[src/rtl/fifo_packer_pkg.sv]
// Shared types and helpers for the 1-bit FIFO drain/packer.
// Holds the FSM encoding, the counter-width function and partial-word alignment.
package fifo_packer_pkg;

  typedef enum logic [0:0] {
    FILL = 1'b0,
    HOLD = 1'b1
  } pk_state_e;

  localparam int MAX_W = 32;

  function automatic int cnt_w(input int width);
    return $clog2(width + 1);
  endfunction

  // Word holds cnt captured bits in the shift register's natural position;
  // move them to the top (msb_first) or bottom of a width-bit word, zero fill.
  function automatic logic [MAX_W-1:0] align_word(input logic [MAX_W-1:0] word,
                                                  input int width,
                                                  input int cnt,
                                                  input bit msb_first);
    logic [MAX_W-1:0] mask;
    int sh;
    mask = '1;
    mask = mask >> (MAX_W - width);
    sh   = width - cnt;
    if (msb_first) begin
      return (word << sh) & mask;
    end
    return word >> sh;
  endfunction

endpackage

[src/rtl/fifo_packer_outreg.sv]
// Single-entry valid/ready output register; load has priority over release.
// Latency 1 cycle from load; holds data/cnt stable while out_valid && !out_ready.
module fifo_packer_outreg #(
  parameter int WIDTH = 8,
  parameter int CW    = 4
) (
  input  logic             clk,
  input  logic             rst,
  input  logic             load,
  input  logic [WIDTH-1:0] load_data,
  input  logic [CW-1:0]    load_cnt,
  input  logic             out_ready,
  output logic             out_valid,
  output logic [WIDTH-1:0] out_data,
  output logic [CW-1:0]    out_cnt
);

  always_ff @(posedge clk or negedge rst) begin
    if (!rst) begin
      out_valid <= 1'b0;
      out_data  <= '0;
      out_cnt   <= '0;
    end else if (load) begin
      out_valid <= 1'b1;
      out_data  <= load_data;
      out_cnt   <= load_cnt;
    end else if (out_valid && out_ready) begin
      out_valid <= 1'b0;
    end
  end

endmodule

[src/rtl/fifo_bit_packer.sv]
// Drains a 1-bit FIFO and packs WIDTH bits per word, flush emits a zero-padded partial word.
// Word valid one edge after the last capture; a busy output slot parks the word in HOLD and stops reads.
module fifo_bit_packer
  import fifo_packer_pkg::*;
#(
  parameter int WIDTH     = 8,
  parameter int MSB_FIRST = 1
) (
  input  logic                    clk,
  input  logic                    rst,
  input  logic                    fifo_empty,
  input  logic                    fifo_dout,
  output logic                    fifo_rd,
  input  logic                    flush,
  output logic                    out_valid,
  input  logic                    out_ready,
  output logic [WIDTH-1:0]        out_data,
  output logic [cnt_w(WIDTH)-1:0] out_cnt
);

  localparam int CW = cnt_w(WIDTH);
  localparam logic [0:0]    ST_FILL = FILL;
  localparam logic [0:0]    ST_HOLD = HOLD;
  localparam logic [CW-1:0] FULL    = CW'(WIDTH);

  logic [0:0]       state;
  logic [CW-1:0]    iss_cnt;
  logic [CW-1:0]    cap_cnt;
  logic [CW-1:0]    hold_cnt;
  logic             rd_pend;
  logic             flush_pend;
  logic [WIDTH-1:0] sreg;

  logic             in_fill;
  logic             flush_req;
  logic [CW-1:0]    cap_next;
  logic [WIDTH-1:0] sreg_next;
  logic             word_done;
  logic             flush_svc;
  logic             emit;
  logic [CW-1:0]    emit_cnt;
  logic             slot_free;
  logic             hold_go;
  logic             load;
  logic [CW-1:0]    load_cnt;
  logic [WIDTH-1:0] load_data;

  assign in_fill   = (state == ST_FILL);
  assign fifo_rd   = in_fill && !fifo_empty && (iss_cnt < FULL) && !flush && !flush_pend;
  assign flush_req = flush || flush_pend;

  assign cap_next  = cap_cnt + CW'(rd_pend);
  assign sreg_next = !rd_pend         ? sreg :
                     (MSB_FIRST != 0) ? {sreg[WIDTH-2:0], fifo_dout} :
                                        {fifo_dout, sreg[WIDTH-1:1]};

  // A flush waits while a bit is still in flight so that bit joins the partial word.
  assign word_done = rd_pend && (cap_next == FULL);
  assign flush_svc = in_fill && flush_req && !rd_pend;
  assign emit      = word_done || (flush_svc && (cap_cnt != '0));
  assign emit_cnt  = word_done ? FULL : cap_cnt;

  assign slot_free = !out_valid || out_ready;
  assign hold_go   = !in_fill && out_valid && out_ready;
  assign load      = (in_fill && emit && slot_free) || hold_go;
  assign load_cnt  = hold_go ? hold_cnt : emit_cnt;
  assign load_data = WIDTH'(align_word(MAX_W'(sreg_next), WIDTH, int'(load_cnt), MSB_FIRST != 0));

  always_ff @(posedge clk or negedge rst) begin
    if (!rst) begin
      state      <= ST_FILL;
      iss_cnt    <= '0;
      cap_cnt    <= '0;
      hold_cnt   <= '0;
      rd_pend    <= 1'b0;
      flush_pend <= 1'b0;
      sreg       <= '0;
    end else begin
      rd_pend <= fifo_rd;
      if (in_fill) begin
        if (emit) begin
          iss_cnt    <= '0;
          cap_cnt    <= '0;
          flush_pend <= 1'b0;
          if (slot_free) begin
            sreg <= '0;
          end else begin
            sreg     <= sreg_next;
            hold_cnt <= emit_cnt;
            state    <= ST_HOLD;
          end
        end else if (flush_svc) begin
          iss_cnt    <= '0;
          cap_cnt    <= '0;
          flush_pend <= 1'b0;
        end else begin
          if (fifo_rd) begin
            iss_cnt <= iss_cnt + CW'(1);
          end
          cap_cnt <= cap_next;
          sreg    <= sreg_next;
          if (flush) begin
            flush_pend <= 1'b1;
          end
        end
      end else begin
        if (flush) begin
          flush_pend <= 1'b1;
        end
        if (hold_go) begin
          state   <= ST_FILL;
          sreg    <= '0;
          iss_cnt <= '0;
          cap_cnt <= '0;
        end
      end
    end
  end

  fifo_packer_outreg #(
    .WIDTH (WIDTH),
    .CW    (CW)
  ) u_outreg (
    .clk       (clk),
    .rst       (rst),
    .load      (load),
    .load_data (load_data),
    .load_cnt  (load_cnt),
    .out_ready (out_ready),
    .out_valid (out_valid),
    .out_data  (out_data),
    .out_cnt   (out_cnt)
  );

endmodule
[config.mk]
export PLATFORM = sky130hd
export DESIGN_NAME = fifo_bit_packer
export DESIGN_NICKNAME = d
export VERILOG_FILES = /design/src/rtl/fifo_packer_pkg.sv /design/src/rtl/fifo_packer_outreg.sv /design/src/rtl/fifo_bit_packer.sv
export SDC_FILE = /design/constraint.sdc
export NUM_CORES = 1
export LEC_CHECK = 0
export CELL_PAD_IN_SITES_DETAIL_PLACEMENT = 1
export CELL_PAD_IN_SITES_GLOBAL_PLACEMENT = 2
export CORE_ASPECT_RATIO = 2
export CORE_UTILIZATION = 36
export DETAILED_ROUTE_END_ITERATION = 10
export GPL_TIMING_DRIVEN = 0
export PLACE_DENSITY_LB_ADDON = 0.1
export SYNTH_ARGS = -nofsm -noshare
export SYNTH_HDL_FRONTEND = slang
export SYNTH_SLANG_ARGS = --single-unit
[constraint.sdc]
create_clock -name clk -period 4.6 [get_ports clk]
set_clock_uncertainty 0.05 [all_clocks]
set_input_delay 0.46 -clock clk [delete_from_list [all_inputs] [get_ports clk]]
set_output_delay 0.46 -clock clk [all_outputs]
set_load 0.005 [all_outputs]
## Word-level counts from Yosys, hierarchy flattened

Index checks and enable logic that the tools add are counted.

- Add/subtract/negate cells: 3
- Order comparisons: 1
- Eq/ne operators: 3
- Shifts and indexed selects: 1
- Mux-type cells: 26
- Bitwise logic cells: 2
- Reduce and logical (&&, ||, !) cells: 28

Operators by type and width:

| kind | count |
|---|---|
| 2-to-1 mux 8 bit | 6 |
| 2-to-1 mux 4 bit | 10 |
| left shift 8 x 32 -> 8 bit | 1 |
| logical AND 1 bit | 13 |
| 2-to-1 mux 1 bit | 10 |
| nonzero test 4 bit | 2 |
| logical NOT 1 bit | 5 |
| subtractor 4 x 4 -> 5 bit (first input constant) | 1 |
| adder 4 x 1 -> 4 bit | 1 |
| adder 4 x 1 -> 4 bit (second input constant) | 1 |
| == test 4 bit (second input constant) | 1 |
| logical OR 1 bit | 4 |
| < comparator 4 bit (second input constant) | 1 |
| AND reduction 2 bit | 2 |
| inequality test 3 x 2 -> 1 bit (second input constant) | 1 |
| AND reduction 3 bit | 1 |
| inequality test 2 x 1 -> 1 bit (second input constant) | 1 |
| NOT 1 bit | 2 |
| nonzero test 2 bit | 1 |

- Flip-flop bits (word level): 36
- Bits of input ports: 6
- Output and inout port bits: 14
- Logic and storage cells: 74

## Longest topological paths before layout

- Depth in word-level cells: 9
- Depth in mapped cells: 15
- Gate-level depth less buffers: 14

## Modules after synthesis

A second synthesis with hierarchy kept.

- Cell total of the unflattened synthesis: 215
- Area total of the unflattened synthesis: 2232.1 um2

By module, submodules not included:

| module | instances | cells each | area an instance (um2) |
|---|---|---|---|
| fifo_bit_packer | 1 | 187 | 1714.1 |
| fifo_packer_outreg | 1 | 28 | 518.0 |

## Worst setup path before layout

OpenSTA, ideal clock, no wires.

- Kind: register -> register
- From: register rd_pend
- To: register u_outreg.out_data[7]
- Data arrival time: 2.973 ns
- Data required time: 4.414 ns
- Slack: 1.441 ns
- Stages on the path, launching flop included: 14
- Path buffers: 0
- Period minus slack after synthesis: 3.159 ns
- Path through: dfrtp_1 > ha_1 > ha_1 > nor3b_4 > o2111a_2 > a21oi_1 > nand2_1 > nor2_1 > a21oi_1 > ha_1 > xnor2_1 > nor2_1 > o41ai_1 > a22oi_1

- Cells in the longest elaborated chain, start to end: 7

RTL lines:

| what | line | source |
|---|---|---|
| start: declaration | fifo_bit_packer.sv:30 | `logic rd_pend;` |
| start signal: assignment | fifo_bit_packer.sv:79 | `rd_pend <= fifo_rd;` |
| adder 4 x 1 -> 4 bit / logical NOT 1 bit (equally long branches) | fifo_bit_packer.sv:52, fifo_bit_packer.sv:59 |  |
| == test 4 bit / logical AND 1 bit (equally long branches) | fifo_bit_packer.sv:58, fifo_bit_packer.sv:59 |  |
| logical AND 1 bit (on tied branches) | fifo_bit_packer.sv:58, fifo_bit_packer.sv:60 |  |
| 2-to-1 mux 4 bit / logical OR 1 bit (equally long branches) | fifo_bit_packer.sv:61, fifo_bit_packer.sv:60 |  |
| 2-to-1 mux 4 bit / logical AND 1 bit (equally long branches) | fifo_bit_packer.sv:66, fifo_bit_packer.sv:65 |  |
| subtractor 4 x 4 -> 5 bit / logical AND 1 bit (equally long branches) | fifo_packer_pkg.sv:26, fifo_bit_packer.sv:65 |  |
| left shift 8 x 32 -> 8 bit / logical OR 1 bit (equally long branches) | fifo_packer_pkg.sv:28, fifo_bit_packer.sv:65 |  |
| end signal: assignment | fifo_packer_outreg.sv:25 | `out_data <= load_data;` |
| end: declaration | fifo_packer_outreg.sv:14 | `output logic [WIDTH-1:0] out_data,` |

Several ways; a longest one is shown, not always the timed one.
A chain may end at the register's enable or synchronous reset.

## Final worst setup path

- From: register rd_pend
- To: register u_outreg.out_data[6]

Same word-level chain as after synthesis.

==> reports/metrics.yaml <==
run_status:
  status: "complete, no violations"
floorplanning:
  fp-row-count: 40
  die_width_um: 58.27
  core_um2: 6056
  die_area_um2: 6674
  ioPinCount: 20
  die_h_um: 114.5
  start_util: 0.3764
detailed_routing:
  drt_iter0_markers: 54
  via_per_inst: 5.639
  dr.pass1.iters: 4
  vias: 2030
  wl_met1_um: 2447
  wl_met3_um: 93
  drc: 0
  top_layer: "met4"
  avgRoutedWirePerCell_um: 17.71
  postRouteAntennaNets: 0
  routed_wl_um: 6374
  wl_met2_um: 3617
placement:
  portBuffers: 19
  dp.cells: 352
  dp_hpwl_um: 4892
  gp_congestion: 0.8285
power_and_ir_drop:
  p_per_area_nw_per_um2: 514.8
  ir_worst_vdd_uv: 201.4
  leakage_nw: 1.131
  power.total_w: 0.001398
worst_setup_path:
  cp_top_family: "compound AO/OA/AOI/OAI gates"
  crit_slowest_cell: "o32ai_1"
  start_kind: "flop"
  crit_path_max_fanout: 9
  end_kind: "flop"
  max_stage_delay_ps: 480
  cp.required_ps: 4740
  worstReg2RegEnd: "u_outreg.out_data[6]$_DFFE_PN0P_"
  reg2reg_depth: 14
  startpoint: "rd_pend$_DFF_PN0_"
  critPathBufInv: 2
  ff2ff_setup_slack_ps: 680
  arrival_ps: 4060
  crit_chain: "ha_1 -> ha_1 -> nor3b_4 -> o2111a_2 -> a21oi_1 -> nand2_1 -> nor2_1 -> a21oi_1 -> ha_1 -> clkbuf_1 -> inv_1 -> o32ai_1 -> nor2_1 -> o31ai_1"
  critPathKind: "reg -> reg"
  cpMostUsedCell: "ha_1"
  rr_startpoint: "rd_pend$_DFF_PN0_"
layout:
  final_cell_mix: "37 x nand2_1, 36 x dfrtp_1, 23 x nor2_1, 18 x clkdlybuf4s50_1, 14 x o21ai_0"
  antenna_cells: 0
  syn_to_final_growth_pct: 19.16
  drive_gt1_frac: 0.08696
  stdcell_count: 360
  final_util: 0.4486
  final_common_cell: "nand2_1"
  nets: 285
grt:
  antenna_found_initial: 0
  grt_overflow_total: 0
  grt_pass1_wl_um: 10830
  grt_usage: 0.2170
  grt_max_degree: 37
  grt_pass1_vias: 2190
clock_network:
  cts_root_buf: "clkbuf_16"
  cts_buffer_depth: 2
  cts_htree_levels: 2
  clkLatencyLatePin_ps: 280
  clk_pin_slew_worst_paths_ps: 60
  cts_tree: "done"
  post-cts-setup-buffers: 0
  numCtsBuffers: 5
  cts_resized: 0
  cts.sinks: 36
  postCtsHoldBufs: 0
logic_synthesis:
  netlist_area_um2: 2280
  yosys_warnings: 0
  synthArstFlopShare: 1.000
  syn_area_per_cell_um2: 9.155
  synth_fp_nets: 259
  synth_ff_type: "dfrtp_1"
  syn_inst: 249
  synth-seq-cells: 36
  synth-seq-area-share: 0.3952
  ys_types: 60
  synth_edf_count: 0
timing:
  rsz0062_at_grt: "no"
  setup-violations-final: 0
  whs_ps: 225.0
  setup_tns_ps: 0
  hold_viol_final: 0
  period_minus_slack_ps: 3923
  worstMarginPinSlew_ps: 1074
  period_share: 0.8527
  max_slew_margin: 0.2739
  maxSlewViolCount: 0
  max_clock_freq_mhz: 254.9
worst_hold_path:
  min_path_type: "in -> async"
flow_run:
  maxCapViolations: 0
Yosys cell counts (2+ instances only):
cell type / n / area [µm²]
and3_1: 2 / 12.51
clkbuf_1: 11 / 41.29
nand3_1: 5 / 25.02
mux2_2: 4 / 45.04
xnor2_1: 2 / 17.52
nand2_1: 37 / 138.9
o22ai_1: 2 / 12.51
nor4b_1: 4 / 35.03
a21oi_1: 10 / 50.05
nor3_1: 7 / 35.03
ha_1: 4 / 50.05
mux2i_1: 10 / 100.1
nor2b_1: 2 / 12.51
nor4_1: 4 / 25.02
a211oi_2: 2 / 25.02
a32o_1: 2 / 20.02
nor2_1: 23 / 86.33
o21ai_0: 14 / 70.07
o21ai_1: 3 / 15.01
or3_1: 2 / 12.51
dfrtp_1: 36 / 900.9
a41o_1: 3 / 30.03
a21boi_0: 2 / 15.01
inv_1: 4 / 15.01
o21a_1: 2 / 15.01
o31ai_1: 3 / 22.52
a31oi_1: 2 / 12.51
nand2b_1: 4 / 25.02
o41ai_1: 2 / 17.52
a31o_1: 2 / 17.52
o31ai_4: 2 / 42.54
a22o_1: 8 / 70.07
o211ai_1: 2 / 15.01
worst max path at each step:
stage / to / slack (ps) / depth (start not counted)
after global placement: u_outreg.out_data[6]$_DFFE_PN0P_ / 690 / 14
after floorplan: u_outreg.out_data[7]$_DFFE_PN0P_ / 1440 / 13
after CTS: u_outreg.out_data[6]$_DFFE_PN0P_ / 630 / 14
after global routing: u_outreg.out_data[6]$_DFFE_PN0P_ / 350 / 14
after detailed placement: u_outreg.out_data[6]$_DFFE_PN0P_ / 660 / 14
final: u_outreg.out_data[6]$_DFFE_PN0P_ / 680 / 14
area by class of cell:
cell class | instances | area, µm²
repair buffers | 19 | 185.2
plain buffers | 13 | 53.80
fillers | 713 | 3339
well taps | 84 | 105.1
multi-input cells | 196 | 1310
clock buffers | 8 | 146.4
flip-flops and latches | 36 | 900.9
inverters | 4 | 15.01
report_power, final:
part / switching (W) / internal (W) / total (W) / leakage, nW
Sequential: 0.0000606 / 0.000387 / 0.000448 / 0.495
Clock: 0.000125 / 0.000216 / 0.000341 / 0.0712
Combinational: 0.000352 / 0.000257 / 0.000609 / 0.564
Total: 0.000538 / 0.000860 / 0.00140 / 1.13
registers in the layout (all words and copies together), names as in the netlist:
register            count
sreg                    8
u_outreg.out_data       8
cap_cnt                 4
hold_cnt                4
iss_cnt                 4
u_outreg.out_cnt        4
flush_pend              1
rd_pend                 1
state                   1
u_outreg.out_valid      1
worst register-to-register path, delay by kind of cell (launching register included):
| kind | cells | cell delay (ps) |
|---|---|---|
| simple gates | 4 | 660 |
| compound gates | 5 | 1360 |
| buf+inv | 2 | 540 |
| flops | 1 | 460 |
| fa+ha+maj | 3 | 760 |
stage by stage:
step,setup WS [ps],instance area (µm²)
after floorplan,1441,2280
after global placement,686.2,2575
after detailed placement,660.9,2570
after CTS,628.1,2716
after global routing,347.5,2716
final,677.5,2716
per-layer routing:
metal,up-vias,GRT usage
met3,15,0.03051
li1,982,-
met4,0,0.1190
met1,1002,0.2155
met2,31,0.4123
met5,-,0
logic make-up (layout without fill, tap and decap cells):
| kind of cell | after synthesis | in the layout | share of synthesized area |
|---|---|---|---|
| mux | 15 | 15 | 0.06861 |
| flops | 36 | 36 | 0.3952 |
| compound gates | 75 | 75 | 0.2552 |
| fa+ha+maj | 4 | 4 | 0.02195 |
| simple gates | 98 | 98 | 0.2102 |
| buf+inv | 17 | 44 | 0.03018 |
| xor+xnor | 4 | 4 | 0.01866 |
Power figures use the tool's default switching activity.
